<file path="src/rtl/serial_add_ctrl.sv">
// serial_add_ctrl: bit-serial adder that time-shares one full-adder cell over WIDTH cycles
module serial_add_ctrl #(
  parameter int WIDTH = 8,
  parameter int CNT_W = $clog2(WIDTH + 1)
) (
  input  logic             clk,
  input  logic             rst_n,
  input  logic             start,
  input  logic             abort,
  input  logic [WIDTH-1:0] op_a,
  input  logic [WIDTH-1:0] op_b,
  input  logic             cin,
  output logic             ready,
  output logic             busy,
  output logic             done,
  output logic [WIDTH-1:0] sum,
  output logic             cout,
  output logic             ovf
);
  typedef enum logic [1:0] {IDLE, RUN, DONE} state_t;
  state_t state, state_nx;
  logic [WIDTH-1:0] a_sr, b_sr, work;
  logic [CNT_W-1:0] cnt;
  logic carry, c_msb, fa_s, fa_c, last, accept, step;
  assign fa_s = a_sr[0] ^ b_sr[0] ^ carry;
  assign fa_c = (a_sr[0] & b_sr[0]) | (a_sr[0] & carry) | (b_sr[0] & carry);
  assign last = cnt == CNT_W'(WIDTH - 1);
  assign accept = state != RUN && start;
  assign step = state == RUN && !abort;
  assign ready = state != RUN;
  assign busy = state == RUN;
  assign done = state == DONE;
  always_ff @(posedge clk or negedge rst_n)
    if (!rst_n) state <= IDLE;
    else state <= state_nx;
  always_comb begin
    state_nx = state == RUN ? (abort ? IDLE : last ? DONE : RUN) : start ? RUN : IDLE;
  end
  always_ff @(posedge clk or negedge rst_n) begin
    if (!rst_n) begin
      a_sr <= '0;
      b_sr <= '0;
      work <= '0;
      carry <= 1'b0;
      c_msb <= 1'b0;
      cnt <= '0;
      sum <= '0;
      cout <= 1'b0;
      ovf <= 1'b0;
    end else if (accept) begin
      a_sr <= op_a;
      b_sr <= op_b;
      carry <= cin;
      cnt <= '0;
    end else if (step) begin
      a_sr <= a_sr >> 1;
      b_sr <= b_sr >> 1;
      work <= {fa_s, work[WIDTH-1:1]};
      carry <= fa_c;
      cnt <= cnt + CNT_W'(1);
      if (cnt == CNT_W'(WIDTH - 2)) c_msb <= fa_c;
      if (last) begin
        sum <= {fa_s, work[WIDTH-1:1]};
        cout <= fa_c;
        ovf <= c_msb ^ fa_c;
      end
    end
  end
endmodule

</file>
<file path="config.mk">
export PLATFORM = sky130hd
export DESIGN_NAME = serial_add_ctrl
export DESIGN_NICKNAME = d
export VERILOG_FILES = /design/src/rtl/serial_add_ctrl.sv
export SDC_FILE = /design/constraint.sdc
export NUM_CORES = 1
export LEC_CHECK = 0
export BUFFER_PORTS_ARGS = -buffer_cell sky130_fd_sc_hd__buf_4
export CAP_MARGIN = 40
export CORE_AREA = 2 2 58 88
export CTS_CLUSTER_SIZE = 14
export DETAILED_ROUTE_END_ITERATION = 6
export DIE_AREA = 0 0 60 90
export PLACE_DENSITY = 0.63
export SYNTH_ARGS = -nofsm -noshare
export SYNTH_HDL_FRONTEND = slang
export SYNTH_SLANG_ARGS = --single-unit
</file>
<file path="constraint.sdc">
create_clock -name clk -period 2.7 [get_ports clk]
set_input_delay 0.27 -clock clk [delete_from_list [all_inputs] [get_ports clk]]
set_output_delay 0.27 -clock clk [all_outputs]
set_load 0.005 [all_outputs]
</file>
==> results of run 1 <==
[per-stage QoR]
step	hold WS [ns]	total power [mW]	util	instance area, µm²
finish	0.2060	1.579	0.4652	2183
global route	0.1924	1.687	0.4652	2183
CTS	0.2020	1.598	0.4652	2183
detailed placement	0.2829	1.219	0.4460	2093
global placement	0.2641	1.194	0.4460	2093
floorplan	-0.02559	1.090	-	1808
[worst paths after layout]
kind / from / end / slack (ns) / cells after the start
setup / recovery: state[1] / sum[1] / 0.88 / 3
hold / removal: op_a[7] / a_sr[7] / 0.21 / 2
setup reg to reg: state[1] / sum[1] / 0.88 / 3
hold reg to reg: work[1] / work[1] / 0.50 / 2
max in group asynchronous: rst_n / b_sr[2] / 1.85 / 2
min in group asynchronous: rst_n / state[1] / 0.50 / 2
[metal layers]
layer | vias up | share of wire
met5 | - | 0
met4 | 0 | 0.019
met3 | 6 | 0.042
met2 | 41 | 0.51
met1 | 606 | 0.43
li1 | 577 | -
[Yosys cell counts]
master | number | area share
a22o_1 | 2 | 0.0097
a221o_1 | 14 | 0.078
fa_1 | 1 | 0.011
o2bb2ai_1 | 1 | 0.0048
nand4b_1 | 1 | 0.0048
nor2_4 | 1 | 0.0062
a21o_1 | 2 | 0.0083
buf_12 | 1 | 0.011
a21oi_1 | 2 | 0.0055
mux2_4 | 9 | 0.075
mux2_1 | 1 | 0.0062
nor2b_2 | 1 | 0.0048
nand2b_1 | 2 | 0.0069
nand2_1 | 22 | 0.046
buf_2 | 2 | 0.0055
o21ai_0 | 2 | 0.0055
inv_1 | 1 | 0.0021
or3_1 | 1 | 0.0035
a32oi_1 | 1 | 0.0048
and3_1 | 14 | 0.048
dfrtp_1 | 41 | 0.57
nor3b_4 | 1 | 0.010
or3b_4 | 1 | 0.0062
buf_6 | 1 | 0.0062
clkbuf_1 | 3 | 0.0062
nor2b_1 | 1 | 0.0035
nand3_1 | 1 | 0.0028
a21oi_4 | 1 | 0.0090
ha_1 | 2 | 0.014
mux2_2 | 2 | 0.012
inv_2 | 1 | 0.0021
and2_1 | 1 | 0.0035
xor2_1 | 1 | 0.0048
nand3b_1 | 1 | 0.0042
[registers in the layout, summed over array words and instances, names as in the netlist]
signal	cells
carry	1
work	7
sum	8
ovf	1
b_sr	8
a_sr	8
cout	1
state	2
c_msb	1
cnt	4
[kinds of logic after synthesis]
| group | Yosys count |
|---|---|
| multiplexers | 12 |
| flip-flops | 41 |
| buffers and inverters | 9 |
| AO/OA/AOI/OAI | 25 |
| adder cells (fa/ha/maj) | 3 |
| AND/OR/NAND/NOR | 48 |
| XOR/XNOR | 1 |
[what timing repair did]
item | 4_1_cts | 5_1_grt
gates resized for setup | 0 | 0
hold endpoints to repair | 41 | 0
hold buffers | 1 | 0
[power by group]
part | switching [mW] | internal (mW) | total, mW | leakage (nW)
combinational | 0.155 | 0.179 | 0.335 | 0.531
sequential | 0.108 | 0.760 | 0.868 | 0.535
clock | 0.192 | 0.184 | 0.376 | 0.0395
[area by class of cell]
class                           count  area (µm²)
Fill cell                         427        2510
Sequential cell                    41        1026
Multi-Input combinational cell     89       721.9
Timing Repair Buffer               35       265.3
Tap cell                           66       82.58
Clock buffer                        8       80.08
Inverter                            2       7.507
==> results.cfg, run 1 <==
[global_routing]
track_usage = 0.1418
antenna_found_initial = 0
grt_pass1_wl_um = 5851
grt_max_degree = 42
grt_overflow_total = 0
grt_pass1_vias = 1290
grt_util_met1 = 0.1788
use_met3 = 0.03885
met2_usage = 0.2237
top_usage_layer = met2

[drt]
first_iter_violations = 42
drc = 0
via_per_inst = 5.104
ant_nets = 0
drt_wl_total_um = 3391
post_drt_wl_per_cell_um = 14.07
vias = 1230
drt-pass1-iter-count = 4

[logic_synthesis]
syn_area_um2 = 1808
yosysWarnings = 0
ys_seq_elements = 41
syn_inst = 139
synth.avg_cell_area_um2 = 13.01
synth_compound_area_frac = 0.1253
muxShareOfSynthArea = 0.09343
synth_nets = 163
synth_fa_ha_area_frac = 0.02491
synthSimpleGateAreaFrac = 0.1509
synth_cell_type_count = 34
synth_top_family_by_area = simple AND/OR/NAND/NOR gates
synth_xor_area_frac = 0.004844
yosysSeqAreaShare = 0.5675

[run_status]
outcome = completed

[sta]
max_freq_mhz = 550.6
drv_slew = 0
period_share = 0.6727
hold_viol_final = 0
fin_crit_ns = 1.816
layout_setup_ws_ns = 0.8837
timing.setup.tns_ns = 0
grt_setup_unrepaired = no
tightestPinTransition_ns = 0.5415
finalSetupViolations = 0
relSlewSlack = 0.6386
fin_skew_ns = 0.003249

[clocking]
cts_buffers = 5
htreeDepth = 2
cts_setup_buffers = 0
cts_root_buf = clkbuf_8
clock-sinks = 41
clk_pin_slew_worst_paths_ns = 0.07
cts_tree = built
clock_latency_ns = 0.29
cts_max_path_buffers = 2

[setup_path]
crit_buf_inv = 0
required_ns = 2.87
slowest_delay_ns = 0.49
critPathLaunchType = flip-flop
cp_slowest_cell = or3b_4
critPathTopFamily = simple AND/OR/NAND/NOR gates
critPathCaptureType = flip-flop
crit_path_cell_trace = or3b_4, nor2_4, mux2_2
crit_arrival_ns = 1.99
critical_path_class = flip-flop to flip-flop
cp_max_fo = 13

[floorplan]
start_util = 0.3852
io_pins = 34
rows = 31
core_area_um2 = 4693
die_area_um2 = 5400
die_width_um = 60
die-height_um = 90

[cells_and_area]
drive_gt1_frac = 0.3200
final_common_cell = dfrtp_1
final_cell_mix = 41 x dfrtp_1, 34 x buf_4, 22 x nand2_1
diodes = 0
nNetsFinal = 198
final_cells = 241
syn_to_final_growth_pct = 20.76

[power]
power_density_nw_per_um2 = 723.1
ir_drop_mv = 0.3197
leakage_nw = 1.105

[place]
port_buffers = 33
routabilityCongestion = 0.7620
placed_cells = 232
dpl.hpwl_um = 2414
dp_slack_ns = 0.8719

[min_path]
min-delay-path-class = primary input to flip-flop

[job]
cap_viol_max_count = 0
No activity file was read; power rests on OpenSTA's default activity.
==> run 2: changes to the inputs <==
==> constraint.sdc (replaced) <==
create_clock -name clk -period 1.8 [get_ports clk]
set_input_delay 0.18 -clock clk [delete_from_list [all_inputs] [get_ports clk]]
set_output_delay 0.18 -clock clk [all_outputs]
set_load 0.005 [all_outputs]
==> run 2 against run 1 <==
Power is 49% higher. Combinational power up 51%. Clock skew up 0.0038 ns. Worst setup slack worse by 0.68 ns. Sequential share of layout area fell by 0.45 points. Critical path type unchanged. Design area up 0.97%. Clock power increased by 44%. Cell count unchanged. Non-clock buffer count rose by 2. Via count fell by 0.41%. Die area stayed put. Critical endpoint is now cnt[3].
==> results.cfg, run 2 (synthesized netlist as in run 1, its figures left out) <==
[power]
p_int_mw = 1.667
finalPower_mw = 2.348
clockPowerShare = 0.230
sequentialPowerShare = 0.554
combPwrFrac = 0.216
p_sw_mw = 0.6813
leakage_nw = 1.118
ir_drop_mv = 0.4645
p_sw_frac = 0.2901
power_density_nw_per_um2 = 1065

[floorplan]
io_pins = 34
rows = 31
die_area_um2 = 5400
die_width_um = 60
die-height_um = 90
core_area_um2 = 4693
start_util = 0.3852

[cells_and_area]
final_common_cell = dfrtp_1
top_regs = a_sr x8, b_sr x8, sum x8
nNetsFinal = 200
drive_gt1_frac = 0.3371
final_cell_mix = 41 x dfrtp_1, 35 x buf_4, 22 x nand2_1
diodes = 0
syn_to_final_growth_pct = 21.94

[sta]
period_share = 0.8841
finalSetupViolations = 0
drv_slew = 0
timing.setup.tns_ns = 0
fin_skew_ns = 0.007045
relSlewSlack = 0.6672
fin_crit_ns = 1.591
whs_ns = 0.1175
max_freq_mhz = 628.4
layout_setup_ws_ns = 0.2086
grt_setup_unrepaired = no
hold_viol_final = 0
tightestPinTransition_ns = 0.4993

[run_status]
outcome = completed

[min_path]
min-delay-path-class = primary input to flip-flop
whs_endpoint = b_sr[7]
min_from = op_b[7]
min_path_cells = 2

[place]
dp_slack_ns = 0.2188
dpl.hpwl_um = 2416
port_buffers = 33
routabilityCongestion = 0.7482

[global_routing]
grt_pass1_wl_um = 5844
grt_max_degree = 42
grt_pass1_vias = 1313
track_usage = 0.1420
antenna_found_initial = 0
grt_overflow_total = 0

[setup_path]
crit_arrival_ns = 1.81
required_ns = 2.01
critPathLaunchType = flip-flop
r2r_end = cnt[3]
r2r_cells = 4
r2r_slack_ns = 0.21
rr_startpoint = state[1]
critPathCaptureType = flip-flop
cp_max_fo = 12
critical_path_class = flip-flop to flip-flop

[clocking]
cts_max_path_buffers = 2
clock_latency_ns = 0.29
cts_buffers = 5
clock-sinks = 41
clk_pin_slew_worst_paths_ns = 0.07
cts_root_buf = clkbuf_8
cts_tree = built
htreeDepth = 2

[drt]
vias = 1225
drt_wl_total_um = 3362
drc = 0
drt-pass1-iter-count = 4
via_per_inst = 5.083
first_iter_violations = 19
post_drt_wl_per_cell_um = 13.95
ant_nets = 0

[job]
cap_viol_max_count = 0
-- run 2: worst max path at each step --
stage | end | slack (ns) | cells past startpoint | startpoint
6_report | cnt[3] | 0.21 | 4 | state[1]
5_1_grt | cnt[3] | 0.13 | 4 | state[1]
4_1_cts | cnt[3] | 0.20 | 4 | state[1]
3_5_place_dp | cnt[3] | 0.22 | 4 | state[1]
3_3_place_gp | cnt[3] | 0.26 | 4 | state[1]
2_1_floorplan | cout | 0.28 | 4 | state[1]
-- run 2: power groups by stage --
stage	clock, mW	sequential, mW	combinational (mW)
after floorplan	0	1.27	0.362
after global placement	0	1.31	0.489
after detailed placement	0	1.32	0.511
after CTS	0.559	1.30	0.516
after global routing	0.599	1.33	0.579
final	0.540	1.30	0.507
-- run 2: final cells by class --
class                      count  area [µm²]
tap                           66       82.58
fill                         443        2489
timing repair buffer          37       292.8
clock inverter                 1       5.005
sequential                    41        1026
inverter                       2       7.507
clock buffer                   5       68.82
multi-input combinational     89       721.9
-- run 2: metal layers --
metal / wire length (µm) / share of wire / vias to the layer above / track usage
met3: 168 / 0.050 / 6 / 0.04892
met1: 1386 / 0.41 / 607 / 0.1637
met5: 0 / 0 / - / 0
met2: 1735 / 0.52 / 36 / 0.2310
li1: - / - / 576 / -
met4: 71 / 0.021 / 0 / 0.06111
-- run 2: repair_timing --
| item | 4_1_cts | 5_1_grt |
|---|---|---|
| hold endpoints to repair | 41 | 0 |
| hold buffers | 1 | 0 |
| gates resized for setup | 0 | 0 |
| setup buffers | 0 | 0 |
-- run 2: per-stage QoR --
step | cell area, µm² | util | instances
global placement | 2121 | 0.4519 | 234
floorplan | 1808 | - | 139
CTS | 2205 | 0.4697 | 241
detailed placement | 2121 | 0.4519 | 234
global route | 2205 | 0.4697 | 241
finish | 2205 | 0.4697 | 241
-- run 2: critical path, stage by stage, from the launching register on --
cell and delay (ns):
dfrtp_1 0.44, or3b_4 0.41, buf_4 0.19, or3_1 0.34, a21oi_1 0.13
